### config.mk
export PLATFORM = sky130hd
export DESIGN_NAME = adder_key_loader
export DESIGN_NICKNAME = d
export VERILOG_FILES = /design/src/rtl/adder_key_pkg.sv /design/src/rtl/adder_key_loader_lfsr.sv /design/src/rtl/adder_key_loader.sv
export SDC_FILE = /design/constraint.sdc
export NUM_CORES = 1
export LEC_CHECK = 0
export ABC_AREA = 1
export CAP_MARGIN = 20
export CORE_MARGIN = 2
export CORE_UTILIZATION = 40
export CTS_BUF_LIST = sky130_fd_sc_hd__clkbuf_16
export DETAILED_ROUTE_END_ITERATION = 10
export GPL_TIMING_DRIVEN = 0
export PLACE_DENSITY = 0.67
export SLEW_MARGIN = 20
export SYNTH_ARGS = -nofsm -noshare
export SYNTH_HDL_FRONTEND = slang
export SYNTH_SLANG_ARGS = --single-unit
### constraint.sdc
create_clock -name clk_i -period 24.3 [get_ports clk_i]
set_clock_uncertainty 0.1 [all_clocks]
set_input_delay 4.86 -clock clk_i [delete_from_list [all_inputs] [get_ports clk_i]]
set_output_delay 4.86 -clock clk_i [all_outputs]
set_load 0.01 [all_outputs]
### src/rtl/adder_key_pkg.sv
// Shared types and constants for the adder key loader.
package adder_key_pkg;

    localparam int KEY_W_DEF  = 64;
    localparam int DATA_W_DEF = 32;

    // Galois right-shift mask for x^64 + x^63 + x^61 + x^60 + 1.
    localparam logic [63:0] LFSR_TAPS = 64'hD800_0000_0000_0000;

    // Correct key for the companion locked adder.
    localparam logic [63:0] KEY_GOLD = 64'h5A3C_96E1_0F7B_D248;

    typedef enum logic [2:0] {
        ST_IDLE,
        ST_LOAD,
        ST_DRIVE,
        ST_CHECK,
        ST_VERDICT,
        ST_DONE
    } state_e;

    // One Galois step: shift right, fold the tap mask in when bit 0 falls out.
    function automatic logic [63:0] lfsr_step(input logic [63:0] s);
        return (s >> 1) ^ (s[0] ? LFSR_TAPS : 64'd0);
    endfunction

endpackage

### src/rtl/adder_key_loader_lfsr.sv
// 64-bit Galois LFSR producing self-test operands.
module key_lfsr64
    import adder_key_pkg::*;
#(
    parameter logic [63:0] SEED = 64'h0123_4567_89AB_CDEF
) (
    input  logic        clk_i,
    input  logic        rst_i,
    input  logic        load_i,
    input  logic [63:0] seed_i,
    input  logic        step_i,
    output logic [63:0] state_o
);

    logic [63:0] lfsr_q;
    logic [63:0] lfsr_d;

    // Seed load takes priority over stepping.
    always_comb begin
        lfsr_d = lfsr_q;
        if (load_i) begin
            lfsr_d = seed_i;
        end else if (step_i) begin
            lfsr_d = lfsr_step(lfsr_q);
        end
    end

    // State register; reset to the nonzero seed so the register is never all-zero.
    always_ff @(posedge clk_i or posedge rst_i) begin
        if (rst_i) begin
            lfsr_q <= SEED;
        end else begin
            lfsr_q <= lfsr_d;
        end
    end

    assign state_o = lfsr_q;

endmodule

### src/rtl/adder_key_loader.sv
// Loads the serial unlock key, applies it to the locked adder and
// verifies it with a fixed-length self-test before releasing it.
//
// state   | meaning
// --------+----------------------------------------------------------
// IDLE    | waiting for start_i after reset, key bus held at 0
// LOAD    | shifting in key bits over valid/ready
// DRIVE   | registering the next operand pair and its golden sum
// CHECK   | comparing the locked adder's result against golden
// VERDICT | single cycle: keep the key on pass, zero it on failure
// DONE    | result held until the next start_i
module adder_key_loader
    import adder_key_pkg::*;
#(
    parameter int          KEY_W     = KEY_W_DEF,
    parameter int          DATA_W    = DATA_W_DEF,
    parameter int          NUM_TESTS = 16,
    parameter logic [63:0] LFSR_SEED = 64'h0123_4567_89AB_CDEF
) (
    input  logic              clk_i,
    input  logic              rst_i,
    input  logic              start_i,
    input  logic              key_bit_i,
    input  logic              key_valid_i,
    output logic              key_ready_o,
    output logic [KEY_W-1:0]  key_o,
    output logic [DATA_W-1:0] test_add1_o,
    output logic [DATA_W-1:0] test_add2_o,
    input  logic [DATA_W:0]   test_result_i,
    output logic              busy_o,
    output logic              unlocked_o,
    output logic              fail_o
);

    localparam int          BW       = $clog2(KEY_W);
    localparam logic [BW-1:0] LAST_BIT  = BW'(KEY_W - 1);
    localparam logic [7:0]    LAST_TEST = 8'(NUM_TESTS - 1);

    state_e              state_q,    state_d;
    logic [KEY_W-1:0]    shreg_q,    shreg_d;
    logic [BW-1:0]       bit_cnt_q,  bit_cnt_d;
    logic [7:0]          test_cnt_q, test_cnt_d;
    logic [KEY_W-1:0]    key_q,      key_d;
    logic [DATA_W-1:0]   add1_q,     add1_d;
    logic [DATA_W-1:0]   add2_q,     add2_d;
    logic [DATA_W:0]     golden_q,   golden_d;
    logic                mismatch_q, mismatch_d;
    logic                unlocked_q, unlocked_d;
    logic                fail_q,     fail_d;

    logic                lfsr_load;
    logic                lfsr_step_en;
    logic [63:0]         lfsr_state;

    key_lfsr64 #(
        .SEED (LFSR_SEED)
    ) u_lfsr (
        .clk_i   (clk_i),
        .rst_i   (rst_i),
        .load_i  (lfsr_load),
        .seed_i  (LFSR_SEED),
        .step_i  (lfsr_step_en),
        .state_o (lfsr_state)
    );

    // Next-state and datapath updates for the load / drive / check sequence.
    always_comb begin
        state_d      = state_q;
        shreg_d      = shreg_q;
        bit_cnt_d    = bit_cnt_q;
        test_cnt_d   = test_cnt_q;
        key_d        = key_q;
        add1_d       = add1_q;
        add2_d       = add2_q;
        golden_d     = golden_q;
        mismatch_d   = mismatch_q;
        unlocked_d   = unlocked_q;
        fail_d       = fail_q;
        lfsr_load    = 1'b0;
        lfsr_step_en = 1'b0;

        unique case (state_q)
            ST_IDLE: begin
                shreg_d    = '0;
                bit_cnt_d  = '0;
                unlocked_d = 1'b0;
                fail_d     = 1'b0;
                if (start_i) begin
                    state_d = ST_LOAD;
                end
            end
            ST_LOAD: begin
                if (key_valid_i) begin
                    shreg_d[bit_cnt_q] = key_bit_i;
                    bit_cnt_d          = bit_cnt_q + BW'(1);
                    if (bit_cnt_q == LAST_BIT) begin
                        key_d      = shreg_d;
                        test_cnt_d = '0;
                        mismatch_d = 1'b0;
                        lfsr_load  = 1'b1;
                        state_d    = ST_DRIVE;
                    end
                end
            end
            ST_DRIVE: begin
                add1_d       = lfsr_state[DATA_W-1:0];
                add2_d       = lfsr_state[2*DATA_W-1:DATA_W];
                golden_d     = {1'b0, lfsr_state[DATA_W-1:0]}
                             + {1'b0, lfsr_state[2*DATA_W-1:DATA_W]};
                lfsr_step_en = 1'b1;
                state_d      = ST_CHECK;
            end
            ST_CHECK: begin
                mismatch_d = mismatch_q | (test_result_i != golden_q);
                if (test_cnt_q == LAST_TEST) begin
                    state_d = ST_VERDICT;
                end else begin
                    test_cnt_d = test_cnt_q + 8'd1;
                    state_d    = ST_DRIVE;
                end
            end
            ST_VERDICT: begin
                if (mismatch_q) begin
                    fail_d = 1'b1;
                    key_d  = '0;
                end else begin
                    unlocked_d = 1'b1;
                end
                state_d = ST_DONE;
            end
            ST_DONE: begin
                if (start_i) begin
                    shreg_d    = '0;
                    bit_cnt_d  = '0;
                    unlocked_d = 1'b0;
                    fail_d     = 1'b0;
                    key_d      = '0;
                    state_d    = ST_LOAD;
                end
            end
            default: begin
                state_d = ST_IDLE;
            end
        endcase
    end

    // All state registers clear together on reset.
    always_ff @(posedge clk_i or posedge rst_i) begin
        if (rst_i) begin
            state_q    <= ST_IDLE;
            shreg_q    <= '0;
            bit_cnt_q  <= '0;
            test_cnt_q <= '0;
            key_q      <= '0;
            add1_q     <= '0;
            add2_q     <= '0;
            golden_q   <= '0;
            mismatch_q <= 1'b0;
            unlocked_q <= 1'b0;
            fail_q     <= 1'b0;
        end else begin
            state_q    <= state_d;
            shreg_q    <= shreg_d;
            bit_cnt_q  <= bit_cnt_d;
            test_cnt_q <= test_cnt_d;
            key_q      <= key_d;
            add1_q     <= add1_d;
            add2_q     <= add2_d;
            golden_q   <= golden_d;
            mismatch_q <= mismatch_d;
            unlocked_q <= unlocked_d;
            fail_q     <= fail_d;
        end
    end

    assign key_ready_o = (state_q == ST_LOAD);
    assign busy_o      = (state_q == ST_LOAD) || (state_q == ST_DRIVE)
                      || (state_q == ST_CHECK) || (state_q == ST_VERDICT);
    assign key_o       = key_q;
    assign test_add1_o = add1_q;
    assign test_add2_o = add2_q;
    assign unlocked_o  = unlocked_q;
    assign fail_o      = fail_q;

endmodule
# Yosys cells after proc, flatten, opt, wreduce, memory -nomap -nowiden
# Index checks and enable logic that the tools add are counted.
# classes
addsub,3
order_cmp,2
n_eq_ne,15
muxes,37
n_bitwise,2
n_reduce_logical,18
# ops
op,count
two-way mux 64 bit,8
case mux 64 bit (3 select lines),2
bitwise mux 64 bit,1
bitwise XOR 63 x 64 -> 64 bit,1
adder 32 x 32 -> 33 bit,1
inequality test 33 bit,1
two-way mux 8 bit,3
case mux 6 bit (3 select lines),1
case mux 8 bit (2 select lines),1
case mux 3 bit (5 select lines),1
AND reduction 3 bit,5
two-way mux 3 bit,4
two-way mux 6 bit,2
two-way mux 1 bit,10
"inequality test 2 bit, second input constant",5
nonzero test 3 bit,3
"adder 8 x 1 -> 8 bit, second input constant",1
"== test 8 x 4 -> 1 bit, second input constant",1
"< comparator 6 x 7 -> 1 bit, second input constant",1
"adder 6 x 1 -> 6 bit, second input constant",1
demux 1 bit (select 6 bit),1
"== test 3 x 2 -> 1 bit, second input constant",2
"== test 3 bit, second input constant",2
"== test 6 bit, second input constant",1
13 further kinds,18
# word_totals
register_bits,309
inputBits,38
out_inout_bits,132
wordCells,89

# Depth between registers and ports, before layout
# Gate-level depths: netlist of run 1.
# logic_depth
depth_word,8
depth_mapped,12
depth_no_buf,12

# Hierarchy
# A second synthesis of run 1 with hierarchy kept.
# hier_totals
hier_cells,2062
area_unflattened_um2,15897.7
# modules_own_cells
module,n_inst,cells_each,area_each_um2,seq_area_each_um2
adder_key_loader,1,1706,12952.4,6130.9
key_lfsr64,1,356,2945.3,1641.6

# Worst setup path after synthesis of run 1
# Ideal clock, no wire load.
# synth_timing
path_type,reg-to-output
from,register state_q[0]
to,output port busy_o
t_arrival_ns,1.483
t_required_ns,19.340
setup_slack_ns,17.857
path_stages_with_launch,8
n_path_buf,2
cell_sequence,dfrtp_1 > nor2_1 > inv_2 > nor2_2 > inv_2 > clkbuf_1 > clkbuf_1 > nand4_1
# synth_between
elab_chain_cells,4
word_cells_on_any_way,7
cone_classes,eq/ne (4); reduce/logical (3)
# synth_rtl
element,line,text
"start, declared",adder_key_loader.sv:39,"state_e state_q, state_d;"
"start signal, assigned",adder_key_loader.sv:162,state_q <= state_d;
== test 3 x 1 -> 1 bit or == test 3 x 2 -> 1 bit (tied branches),adder_key_loader.sv:177,assign busy_o = (state_q == ST_LOAD) || (state_q == ST_DRIVE)
logical OR 1 bit,adder_key_loader.sv:177,
logical OR 1 bit,adder_key_loader.sv:178,|| (state_q == ST_CHECK) || (state_q == ST_VERDICT);
logical OR 1 bit (*),adder_key_loader.sv:178,
"end, declared",adder_key_loader.sv:30,"output logic busy_o,"
# Every way passes the cells marked *; elsewhere a longest branch is shown, timed or not.

# Worst setup path after layout of run 1
# Ends and elaborated chain as after synthesis.

==> flow_metrics.tcl, run 1 <==
set metrics [dict create \
    pwr-share-clk 0.238 \
    ff_latch_area_um2 7770 \
    wire_per_inst_um 17.4 \
    gr-usage-all-layers 0.235 \
    portBuffers 169 \
    fmax_mhz 117 \
    grt-ovfl-total 0 \
    switching_share 0.409 \
    peakVddDrop_v 0.0000790 \
    min_period_ns 8.53 \
    final_common_cell "nand2_1" \
    rsz0062_at_grt "false" \
    antenna_found_initial 1 \
    drc 0 \
    dpl.hpwl_um 33600 \
    cap_violations 0 \
    finalSetupViolations 0 \
    synthToLayoutAreaGrowth_pct 23.2 \
    start_util 0.406 \
    crit_path_end_kind "primary output" \
    clock-sinks 309 \
    multi_input_area_um2 6160 \
    hold_viol_final 0 \
    postLayoutCoreUtil 0.500 \
    die_height_um 199 \
    status "finished, final reports clean" \
    hold_class "reg2reg" \
    p_leak_nw 9.10 \
    fin_crit_sh 0.351 \
    synthDistinctLibCells 36 \
    die_w_um 199 \
    synth_cells 1886 \
    crit_fanout 10 \
    place_inst 2569 \
    worst-setup-path-type "reg2out" \
    rows 71 \
    pin_count 170 \
    relSlewSlack 0.388 \
    via_per_inst 5.15 \
    cts_tree "done" \
    h-tree-depth 2 \
    drv_slew 0 \
    place.gp.congestion 0.931 \
    finalSetupTns_ns 0 \
    drive_gt1_frac 0.0622 \
    drtIter0Drc 1248 \
    core_area_um2 37600 \
    p_seq_frac 0.351 \
    clockBufferDepth 3 \
    firstDrtPassIters 5 \
    grt_max_degree 109 \
    clock_latency_ns 0.53 \
    final_cell_mix "nand2_1 (571), dfrtp_1 (277), inv_1 (258)" \
    clkSlewWorstSetupHoldPaths_ns 0.06 \
    grt_pass1_vias 13356 \
    worstPathRequired_ns 19.34 \
    cts_resized 0 \
    syn-num-nets 1959 \
    netlist_area_um2 15300 \
    fillCellCount 3575 \
    dieArea_um2 39700 \
    cts-root-buf "clkbuf_16" \
    vias 13562 \
    routed_wl_um 45800 \
    synth-seq-area-share 0.509 \
    start_kind "register" \
    fin_nets 2168 \
    comb_power_share 0.411 \
    cts_made_buffers 35 \
    cts_hold_buf 0 \
    p_int_mw 1.27 \
    syn_area_per_cell_um2 8.09 \
    switchingPower_mw 0.882 \
    final_cells 2634 \
    worst_slew_pin_slew_ns 0.914 \
    drtAntennaViolNets 0 \
    grt_pass1_wl_um 72600 \
    yosysWarnings 0 \
    worstPathArrival_ns 3.57 \
    post-cts-setup-buffers 0 \
    ys_seq_elements 309 \
    p_per_area_nw_per_um2 115 \
]
[routing by layer]
metal	up-vias	global-route usage	wire length (µm)
met3	87	0.0302	2770
met2	460	0.389	21300
li1	6531	-	-
met5	-	0	17
met4	2	0.0782	1490
met1	6482	0.320	20200
[worst max-delay path: stages (launching register included)]
cell	delay, ns
dfrtp_1	0.41
nor2_1	0.22
inv_2	0.09
nor2_2	0.43
inv_2	0.16
clkbuf_1	0.40
clkbuf_1	0.50
nand4_1	0.27
clkdlybuf4s50_1	0.57
[power groups by stage]
stage               sequential [mW]  clock, mW  combinational, mW
finish                        0.756      0.513              0.885
CTS                           0.754      0.521              0.881
detailed placement            0.760          0              0.875
global placement              0.759          0              0.861
global route                  0.770      0.543              0.980
floorplan                     0.754          0              0.529
[synthesized netlist by cell type, drive strengths merged]
cell	n	share of area
nor4	2	0.00082
a21o	1	0.00049
o221ai	1	0.00057
a21oi	87	0.029
o211ai	17	0.0084
dfstp	32	0.055
nand3b	4	0.0020
o21bai	3	0.0015
a21boi	13	0.0064
nor2	89	0.023
o22ai	58	0.024
clkbuf	55	0.014
xor2	7	0.0040
ha	34	0.028
a31oi	57	0.023
a22oi	19	0.0093
nand4	11	0.0055
xnor2	39	0.022
nand2	571	0.14
buf	29	0.0094
nor3	15	0.0062
nand3	70	0.023
dfrtp	277	0.45
or2	1	0.00041
fa	1	0.0013
o21ai	134	0.044
inv	259	0.064
[flip-flops by register name, summed over array words and instances (netlist names)]
name	flops
bit_cnt_q	6
test_add2_o	32
u_lfsr.state_o	64
unlocked_o	1
mismatch_q	1
key_o	64
golden_q	33
shreg_q	64
test_cnt_q	8
test_add1_o	32
fail_o	1
state_q	3
[layout make-up]
| cell class | count | area share |
|---|---|---|
| flip-flops and latches | 309 | 0.413 |
| multi-input cells | 1234 | 0.328 |
| repair buffers | 172 | 0.0944 |
| inverters | 259 | 0.0521 |
| clock buffers | 36 | 0.0479 |
| well taps | 511 | 0.0340 |
| plain buffers | 84 | 0.0186 |
| clock inverters | 27 | 0.0112 |
| diodes | 2 | 0.000266 |
[metrics by stage]
stage / hold slack [ns] / instance area, µm² / total power, mW / worst slack [ns]
final: 0.368 / 18800 / 2.15 / 15.77
after detailed placement: 0.357 / 17700 / 1.63 / 16.28
after global placement: 0.358 / 17600 / 1.62 / 7.08
after CTS: 0.371 / 18800 / 2.16 / 15.73
after floorplan: 0.348 / 15300 / 1.28 / 10.85
after global routing: 0.399 / 18800 / 2.29 / 15.61
[path summary, 6_finish.rpt]
check,slack (ns),from,to,depth (start not counted)
min in group asynchronous,4.53,rst_i,key_o[29]$_DFFE_PP0P_,2
max reg2reg,21.64,bit_cnt_q[1]$_DFFE_PP0P_,shreg_q[2]$_DFFE_PP0P_,6
min,0.37,test_add1_o[30]$_DFFE_PP0P_,test_add1_o[30]$_DFFE_PP0P_,2
max,15.77,state_q[0]$_DFFE_PP0P_,busy_o,8
min reg2reg,0.37,test_add1_o[30]$_DFFE_PP0P_,test_add1_o[30]$_DFFE_PP0P_,2
max in group asynchronous,18.37,rst_i,u_lfsr.state_o[11]$_DFFE_PP1P_,4
[kinds of logic (layout without fill, tap and decap cells)]
group,count (synthesis),count (layout),share of synthesized area
compound gates,390,390,0.147
simple gates,763,763,0.201
flops,309,309,0.509
buf+inv,343,578,0.0867
fa+ha+maj,35,35,0.0292
xor+xnor,46,46,0.0264
other cells,0,2,0
No activity file was read; power rests on OpenSTA's default activity.
==> run 2: changes to the inputs <==
==> constraint.sdc (replaced) <==
create_clock -name clk_i -period 8.8 [get_ports clk_i]
set_clock_uncertainty 0.1 [all_clocks]
set_input_delay 1.76 -clock clk_i [delete_from_list [all_inputs] [get_ports clk_i]]
set_output_delay 1.76 -clock clk_i [all_outputs]
set_load 0.01 [all_outputs]
==> flow_metrics.tcl, run 2 (synthesis gave the netlist of run 1 again) <==
set metrics [dict create \
    clockBufferDepth 3 \
    worst-setup-path-type "reg2out" \
    routed_wl_um 45900 \
    place.gp.congestion 0.928 \
    fin_crit_sh 0.624 \
    worstPathArrival_ns 3.63 \
    finalSetupTns_ns 0 \
    drv_slew 0 \
    die_w_um 199 \
    gr-usage-all-layers 0.235 \
    core_area_um2 37600 \
    hold_viol_final 0 \
    p_per_area_nw_per_um2 313 \
    relSlewSlack 0.373 \
    fmax_mhz 182 \
    antenna_found_initial 3 \
    hold_class "reg2reg" \
    cts_resized 0 \
    finalSetupViolations 0 \
    dieArea_um2 39700 \
    peakVddDrop_v 0.000192 \
    crit_fanout 10 \
    wire_per_inst_um 17.4 \
    ff_latch_area_um2 7770 \
    worst_slew_pin_slew_ns 0.940 \
    synthToLayoutAreaGrowth_pct 23.8 \
    vias 13639 \
    pin_count 170 \
    start_util 0.406 \
    h-tree-depth 2 \
    worstPathRequired_ns 6.94 \
    drtAntennaViolNets 0 \
    p_leak_nw 9.14 \
    postLayoutCoreUtil 0.503 \
    clock-sinks 309 \
    status "finished, final reports clean" \
    grt_pass1_vias 13331 \
    dpl.hpwl_um 34600 \
    portBuffers 169 \
    cts_made_buffers 35 \
    via_per_inst 5.16 \
    fillCellCount 3613 \
    cts_tree "done" \
    rows 71 \
    final_cell_mix "nand2_1 (571), dfrtp_1 (277), inv_1 (259)" \
    clkSlewWorstSetupHoldPaths_ns 0.06 \
    grt_pass1_wl_um 72800 \
    cap_violations 0 \
    drive_gt1_frac 0.0643 \
    fin_nets 2175 \
    start_kind "register" \
    min_period_ns 5.49 \
    crit_path_end_kind "primary output" \
    grt-ovfl-total 0 \
    post-cts-setup-buffers 0 \
    drc 0 \
    rsz0062_at_grt "false" \
    final_common_cell "nand2_1" \
    multi_input_area_um2 6160 \
    grt_max_degree 34 \
    die_height_um 199 \
    fin_hold_ws_ns 0.371 \
    drtIter0Drc 934 \
    firstDrtPassIters 5 \
    cts_hold_buf 0 \
    cts-root-buf "clkbuf_16" \
    clock_latency_ns 0.54 \
]
## run 2: cell types whose count changed in the layout (fill, tap and decap cells not counted), sizes merged
cell,delta
buf,+7
bufinv,-2
clkinvlp,+2
inv,+2
clkbuf,-1
## run 2: worst paths after layout
| check | from | end | slack, ns | cells past startpoint |
|---|---|---|---|---|
| hold reg to reg | test_add2_o[7]$_DFFE_PP0P_ | test_add2_o[7]$_DFFE_PP0P_ | 0.37 | 2 |
| hold / removal | test_add2_o[7]$_DFFE_PP0P_ | test_add2_o[7]$_DFFE_PP0P_ | 0.37 | 2 |
| setup reg to reg | state_q[0]$_DFFE_PP0P_ | test_add2_o[0]$_DFFE_PP0P_ | 6.11 | 8 |
| max in group asynchronous | rst_i | u_lfsr.state_o[49]$_DFFE_PP1P_ | 5.61 | 6 |
| min in group asynchronous | rst_i | key_o[30]$_DFFE_PP0P_ | 1.58 | 2 |
| setup / recovery | state_q[0]$_DFFE_PP0P_ | busy_o | 3.31 | 8 |
## run 2: power by group
part           internal (mW)  switching, mW
logic                  0.876           1.59
clock network          0.765          0.603
registers               1.81          0.270
## run 2: area by class of cell
| type | instances | share of cell area |
|---|---|---|
| buffer | 84 | 0.0185 |
| timing repair buffer | 179 | 0.101 |
| inverter | 259 | 0.0517 |
| antenna | 2 | 0.000265 |
| clock inverter | 29 | 0.0107 |
| clock buffer | 35 | 0.0464 |
| tap | 511 | 0.0338 |
| sequential | 309 | 0.411 |
| multi-input combinational | 1234 | 0.326 |
## run 2: worst max-delay path, cell delays in order (launching register included)
cell	delay (ns)
dfrtp_1	0.39
nor2_1	0.10
inv_2	0.10
nor2_2	0.11
inv_2	0.15
clkbuf_1	0.61
clkbuf_1	0.77
nand4_1	0.30
clkdlybuf4s50_1	0.57
## run 2: metal layers
layer | global-route usage | wire length (µm) | vias to the layer above
met5 | 0 | 23 | -
met4 | 0.0851 | 1530 | 4
met3 | 0.0332 | 2760 | 94
met2 | 0.390 | 21600 | 435
met1 | 0.315 | 20000 | 6570
li1 | - | - | 6536
## run 2: through the flow
step	instances	setup WS (ns)	power, mW	cell area [µm²]
global route	2640	3.19	6.29	18900
floorplan	1886	2.85	3.54	15300
finish	2642	3.31	5.92	18900
detailed placement	2576	3.89	4.54	17800
CTS	2640	3.33	5.93	18900
global placement	2566	0.684	4.48	17600
